--- src/rtl/if_stage.sv ---
// Instruction-fetch stage: owns the PC, drives the instruction ROM, and fills the IF/ID register.
// Handles stall, redirect, halt and out-of-range fetches.
module if_stage #(
    parameter logic [31:0] PC_RESET = 32'h0000_0000,
    parameter int unsigned IM_BYTES = 128
) (
    input  logic        clk,
    input  logic        rstn,
    input  logic        stall,
    input  logic        redirect,
    input  logic [31:0] redirect_pc,
    input  logic        halt,
    input  logic [31:0] instr,
    output logic [31:0] pc,
    output logic        im_read_en,
    output logic [31:0] ifid_instr,
    output logic [31:0] ifid_pc4,
    output logic        ifid_valid,
    output logic        fetch_fault
);

    localparam logic [31:0] IM_LIMIT = 32'(IM_BYTES);

    typedef enum logic [1:0] {
        BOOT  = 2'd0,
        FETCH = 2'd1,
        HALT  = 2'd2
    } state_e;

    state_e      state_q, state_d;
    logic [31:0] pc_q, pc_d;
    logic [31:0] ifid_instr_q, ifid_instr_d;
    logic [31:0] ifid_pc4_q, ifid_pc4_d;
    logic        ifid_valid_q, ifid_valid_d;
    logic        fault_q, fault_d;

    logic        oor;
    logic [31:0] pc_plus4;
    logic [31:0] redirect_tgt;

    assign oor          = (pc_q >= IM_LIMIT);
    assign pc_plus4     = pc_q + 32'd4;
    assign redirect_tgt = redirect_pc & ~32'd3;

    // Next-state and IF/ID update; every path holds unless it says otherwise.
    always_comb begin
        state_d      = state_q;
        pc_d         = pc_q;
        ifid_instr_d = ifid_instr_q;
        ifid_pc4_d   = ifid_pc4_q;
        ifid_valid_d = ifid_valid_q;
        fault_d      = fault_q;

        case (state_q)
            BOOT: begin
                state_d      = FETCH;
                ifid_instr_d = 32'd0;
                ifid_pc4_d   = 32'd0;
                ifid_valid_d = 1'b0;
                if (redirect) begin
                    pc_d = redirect_tgt;
                end
            end
            FETCH: begin
                if (redirect) begin
                    pc_d         = redirect_tgt;
                    ifid_instr_d = 32'd0;
                    ifid_pc4_d   = 32'd0;
                    ifid_valid_d = 1'b0;
                end else if (halt) begin
                    state_d      = HALT;
                    ifid_instr_d = 32'd0;
                    ifid_pc4_d   = 32'd0;
                    ifid_valid_d = 1'b0;
                end else if (oor) begin
                    state_d      = HALT;
                    fault_d      = 1'b1;
                    ifid_instr_d = 32'd0;
                    ifid_pc4_d   = 32'd0;
                    ifid_valid_d = 1'b0;
                end else if (!stall) begin
                    pc_d         = pc_plus4;
                    ifid_instr_d = instr;
                    ifid_pc4_d   = pc_plus4;
                    ifid_valid_d = 1'b1;
                end
            end
            HALT: begin
                ifid_instr_d = 32'd0;
                ifid_pc4_d   = 32'd0;
                ifid_valid_d = 1'b0;
                // Only a redirect restarts fetching; it also acknowledges any fault.
                if (redirect) begin
                    state_d = FETCH;
                    pc_d    = redirect_tgt;
                    fault_d = 1'b0;
                end
            end
            default: begin
                state_d = BOOT;
            end
        endcase
    end

    always_ff @(posedge clk or negedge rstn) begin
        if (!rstn) begin
            state_q      <= BOOT;
            pc_q         <= PC_RESET;
            ifid_instr_q <= 32'd0;
            ifid_pc4_q   <= 32'd0;
            ifid_valid_q <= 1'b0;
            fault_q      <= 1'b0;
        end else begin
            state_q      <= state_d;
            pc_q         <= pc_d;
            ifid_instr_q <= ifid_instr_d;
            ifid_pc4_q   <= ifid_pc4_d;
            ifid_valid_q <= ifid_valid_d;
            fault_q      <= fault_d;
        end
    end

    assign pc          = pc_q;
    assign im_read_en  = (state_q == FETCH) && !oor;
    assign ifid_instr  = ifid_instr_q;
    assign ifid_pc4    = ifid_pc4_q;
    assign ifid_valid  = ifid_valid_q;
    assign fetch_fault = fault_q;

endmodule
--- config.mk ---
export PLATFORM = sky130hd
export DESIGN_NAME = if_stage
export DESIGN_NICKNAME = d
export VERILOG_FILES = /design/src/rtl/if_stage.sv
export SDC_FILE = /design/constraint.sdc
export NUM_CORES = 1
export LEC_CHECK = 0
export ABC_CLOCK_PERIOD_IN_PS = 3100
export CORE_ASPECT_RATIO = 1.5
export CORE_UTILIZATION = 43
export DETAILED_ROUTE_END_ITERATION = 8
export MAX_ROUTING_LAYER = met4
export PLACE_DENSITY = 0.8
export SKIP_CTS_REPAIR_TIMING = 1
export SYNTH_ARGS = -nofsm -noshare
export SYNTH_HDL_FRONTEND = slang
export SYNTH_SLANG_ARGS = --single-unit
--- constraint.sdc ---
create_clock -name clk -period 3.1 [get_ports clk]
set_input_delay 0.775 -clock clk [delete_from_list [all_inputs] [get_ports clk]]
set_output_delay 0.775 -clock clk [all_outputs]
set_load 0.02 [all_outputs]
[After elaboration in Yosys (flattened, before gate mapping)]
Cells that the tools add are included.
W data, S select, Z words.
Storage, ports and cells
  memory bits (writable): 0
  output and inout port bits: 99
  ROM bits: 0
  memories: 0
  latch bits: 0
  register bits: 100
Cells by class
  order comparisons: 1
  shifts and indexed selects: 0
  bitwise operators: 0
  reductions and logical operators: 10
  equality and inequality tests: 12
  divide/modulo/power cells: 0
  add/subtract/negate cells: 1
  muxes and demuxes: 30
  multiply operators: 0
Operator list (count)
  $mux W32: 12
  $pmux W32 S2: 3
  $add A32 B3 Y32 const B: 1
  $ge A32 B8 Y1 const B: 1
  $ne A3 B3 Y1 const B: 4
  $reduce_and A5 Y1: 2
  $mux W1: 8
  $mux W2: 4
  $ne A2 B2 Y1 const B: 4
  $pmux W2 S3: 1
  $ne A5 B5 Y1 const B: 1
  $pmux W1 S2: 2
  $reduce_bool A2 Y1: 2
  $reduce_and A3 Y1: 1
  $eq A2 B1 Y1 const B: 1
  $eq A2 B2 Y1 const B: 1
  $logic_not A2 Y1: 1
  $ne A2 B1 Y1 const B: 1
  $reduce_and A2 Y1: 1
  $reduce_or A2 Y1: 1
  $logic_and A1 B1 Y1: 1
  $logic_not A1 Y1: 1

[Logic depth before layout (Yosys ltp)]
  depth in word-level cells: 6
  mapped depth: 7
  depth with buffers taken out: 5

[Worst setup path before layout]
No wires, ideal clock.
  kind: in2reg
  from: input halt
  to: register ifid_instr_q[24] (netlist: ifid_instr[24])
  required time: 3.034 ns
  path buffers: 1
  setup slack: 0.650 ns
  stages on the path: 6
  data arrival time: 2.384 ns
  cell sequence: or4_1 nor4_4 nand2_2 nor4_4 buf_6 a22o_1
Between the ends
  word-level cells in the longest chain between the ends: 3
Ends and longest elaborated chain
  from (decl): RTL line 12  | input logic halt,
  $mux W32: RTL line 70  | end else if (halt) begin
  $mux W32: RTL line 65  | if (redirect) begin
  $pmux W32 S2: RTL line 54  | case (state_q)
  to (signal assigned): RTL line 116  | ifid_instr_q <= ifid_instr_d;
  to (decl): RTL line 32  | logic [31:0] ifid_instr_q, ifid_instr_d;
Parallel ways exist; a longest one is shown, timed or not.
A chain may end at the register's enable or synchronous reset.

[Final worst setup path]
  from: register pc_q[28] (netlist: pc[28])
  to: output im_read_en
Between the ends
  word-level cells in the longest chain between the ends: 3
Ends and longest elaborated chain
  from (decl): RTL line 31  | logic [31:0] pc_q, pc_d;
  from (signal assigned): RTL line 115  | pc_q <= pc_d;
  $ge A32 B8 Y1: RTL line 41  | assign oor = (pc_q >= IM_LIMIT);
  $logic_not A1 Y1: RTL line 124  | assign im_read_en = (state_q == FETCH) && !oor;
  $logic_and A1 B1 Y1: RTL line 124
  to (decl): RTL line 15  | output logic im_read_en,
Every way passes these cells.

==> results_dict.tcl <==
set metrics [dict create \
    fin_skew_ns 0.00726 \
    drive_gt1_frac 0.0768 \
    comb_power_share 0.326 \
    routabilityCongestion 0.951 \
    postSynthAreaPerCell_um2 11.1 \
    tightest_slew_ns 0.661 \
    grtUsageMet3 0.0483 \
    cts_tree "yes" \
    clock_latency_ns 0.33 \
    setup_viol 0 \
    cts_root_buffer "clkbuf_16" \
    slew_violations 0 \
    initial_utilization 0.449 \
    critPathCaptureType "output port" \
    area_growth_syn_to_layout_pct 52.1 \
    vias 3590 \
    path_cells "nor4_1 > and4_1 > nand3_1 > nor2_1 > dlymetal6s2s_1" \
    p_clk_frac 0.265 \
    ys_types 39 \
    grt_overflow_total 0 \
    synth_cells 362 \
    port_buffers 163 \
    slew_headroom 0.555 \
    startpoint_type "register" \
    antenna_cells 0 \
    grt_pass1_vias 3608 \
    hold_viol 0 \
    swShare 0.352 \
    core-area_um2 8990 \
    first_pass_iters 6 \
    h-tree-depth 3 \
    synth_ff_type "dfrtp_1" \
    post_drt_via_cell_ratio 5.57 \
    final_cell_mix "161 x clkdlybuf4s50_1, 97 x dfrtp_1, 36 x a22o_1" \
    yosys_warnings 0 \
    ir_drop_uv 517 \
    placed_area_um2 5830 \
    reg2reg_to "ifid_instr[3]" \
    synth_edf_count 0 \
    grt_pass1_wl_um 17600 \
    track_usage 0.245 \
    wire_per_inst_um 17.5 \
    drc 0 \
    maxClockFrequency_ghz 0.373 \
    pwr_density_cell_nw_per_um2 671 \
    sequentialPowerShare 0.409 \
    met2_usage 0.419 \
    synth_top_cell_area_share 0.602 \
    power.leakage_nw 2.80 \
    ys_seq_area_frac 0.602 \
    clkTransAtPathRegs_ns 0.06 \
    grtUsageMet1 0.271 \
    synthTopCellsByArea "dfrtp_1 60%, a22o_1 7.8%, and3_1 4.3%" \
    dp_hpwl_um 8350 \
    grt_max_degree 41 \
    post-route-min-period_ns 2.68 \
    min-delay-path-class "primary input to async pin" \
    wirelength_um 11300 \
    r2r-start "pc[26]" \
    path_buf_inv 1 \
    die_y_um 121 \
    busiest_layer "met2" \
    synth_async_sr_flop_share 1.00 \
    antenna_found_initial 0 \
    period_share 0.866 \
    nets 600 \
    synth_largest_area_cell "dfrtp_1" \
    cts_buffer_depth 2 \
    layout_commonest_cell "clkdlybuf4s50_1" \
    dieArea_um2 9780 \
    worstPathMaxFanout 4 \
    crit_type "register to output port" \
    maxCapViolations 0 \
    drtIter0Drc 197 \
    syn-cell-area_um2 4040 \
    r2r_cells 6 \
    die_w_um 81.1 \
    io_pins 168 \
    intPower_mw 2.67 \
    cp.required_ns 2.32 \
    p_switching_mw 1.45 \
    rsz0062_at_grt "no" \
    outcome "finished, final reports clean" \
    power_mw 4.12 \
    rows 42 \
    ant_nets 0 \
    cp.arrival_ns 1.91 \
    critPathMaxStageDelay_ns 0.43 \
    final_cell_area_um2 6140 \
    synth_seq_cells 97 \
    crit_family "simple AND/OR/NAND/NOR gates" \
    slowest_stage "dfrtp_1" \
    cts_sinks 97 \
    reg2reg_slack_ns 0.83 \
    fillers 652 \
    cts_inserted_buffers 9 \
]
==> how the worst max path moves through the flow <==
stage | startpoint | end | cells past startpoint
floorplan | halt | ifid_instr[24] | 6
global placement | halt | ifid_instr[0] | 7
detailed placement | halt | ifid_instr[15] | 7
CTS | pc[10] | im_read_en | 5
global route | pc[26] | im_read_en | 5
finish | pc[28] | im_read_en | 5
==> power by group through the flow <==
stage / Sequential, mW / Combinational [mW] / Clock (mW)
final: 1.69 / 1.34 / 1.09
after detailed placement: 1.69 / 1.34 / 0
after CTS: 1.67 / 1.35 / 1.12
after global placement: 1.69 / 1.31 / 0
after global routing: 1.71 / 1.45 / 1.18
after floorplan: 1.83 / 0.523 / 0
==> per-stage QoR <==
stage	utilization	std cells	setup TNS [ns]	hold slack, ns	worst slack [ns]
after floorplan	-	363	0	0.479	0.650
after global placement	0.649	628	0	0.461	0.232
after detailed placement	0.649	628	0	0.468	0.192
after CTS	0.682	644	-0.00542	0.426	-0.00542
after global routing	0.683	644	0	0.454	0.348
final	0.683	644	0	0.416	0.417
==> synthesized netlist by cell type, types with 4 or more instances <==
master      n
dfrtp_1    97
a22o_1     36
and3_1     28
nand2_1    28
nand3_1    24
nor2_1     23
o21ai_0    21
clkbuf_1   17
a21oi_1    12
nor4_1      7
nand4_1     6
o22ai_1     6
inv_1       5
a211oi_1    4
a2bb2oi_1   4
buf_2       4
xnor2_1     4
==> metal layers <==
metal | wire length (um) | part of all wire | up-vias
met2 | 5970 | 0.53 | 180
met4 | 227 | 0.020 | 0
met5 | 0 | 0 | -
met3 | 918 | 0.081 | 18
met1 | 4150 | 0.37 | 1737
li1 | - | - | 1655
==> flip-flops by register name, indices dropped and copies added (netlist names) <==
signal,flops
state_q,2
pc,30
ifid_valid,1
fetch_fault,1
ifid_instr,32
ifid_pc4,31
==> cell families after synthesis <==
kind of cell	after synthesis	synth area share
AOI/OAI and AO/OA	94	0.167
xor gates and xnor gates	4	0.00868
adders and majority gates	2	0.00620
buffers and inverters	33	0.0403
DFF	97	0.602
muxes	2	0.00496
other	1	0.000929
and+or+nand+nor	129	0.171
==> worst register-to-register path, cell delays in order (launching register included) <==
cell     delay [ns]
dfrtp_1        0.41
or4_4          0.57
nor4_4         0.34
a41o_1         0.26
and2_1         0.15
buf_4          0.28
a22o_1         0.20
==> cell type report <==
cell class              count  area (um^2)  area share
inverters                   6         22.5     0.00367
repair buffers            182         1800       0.293
well taps                 110          138      0.0224
clock buffers              10          229      0.0373
multi-input cells         233         1460       0.237
clock inverters             6         66.3      0.0108
flip-flops and latches     97         2430       0.396
Note: power is estimated with default switching activity, not from simulation.
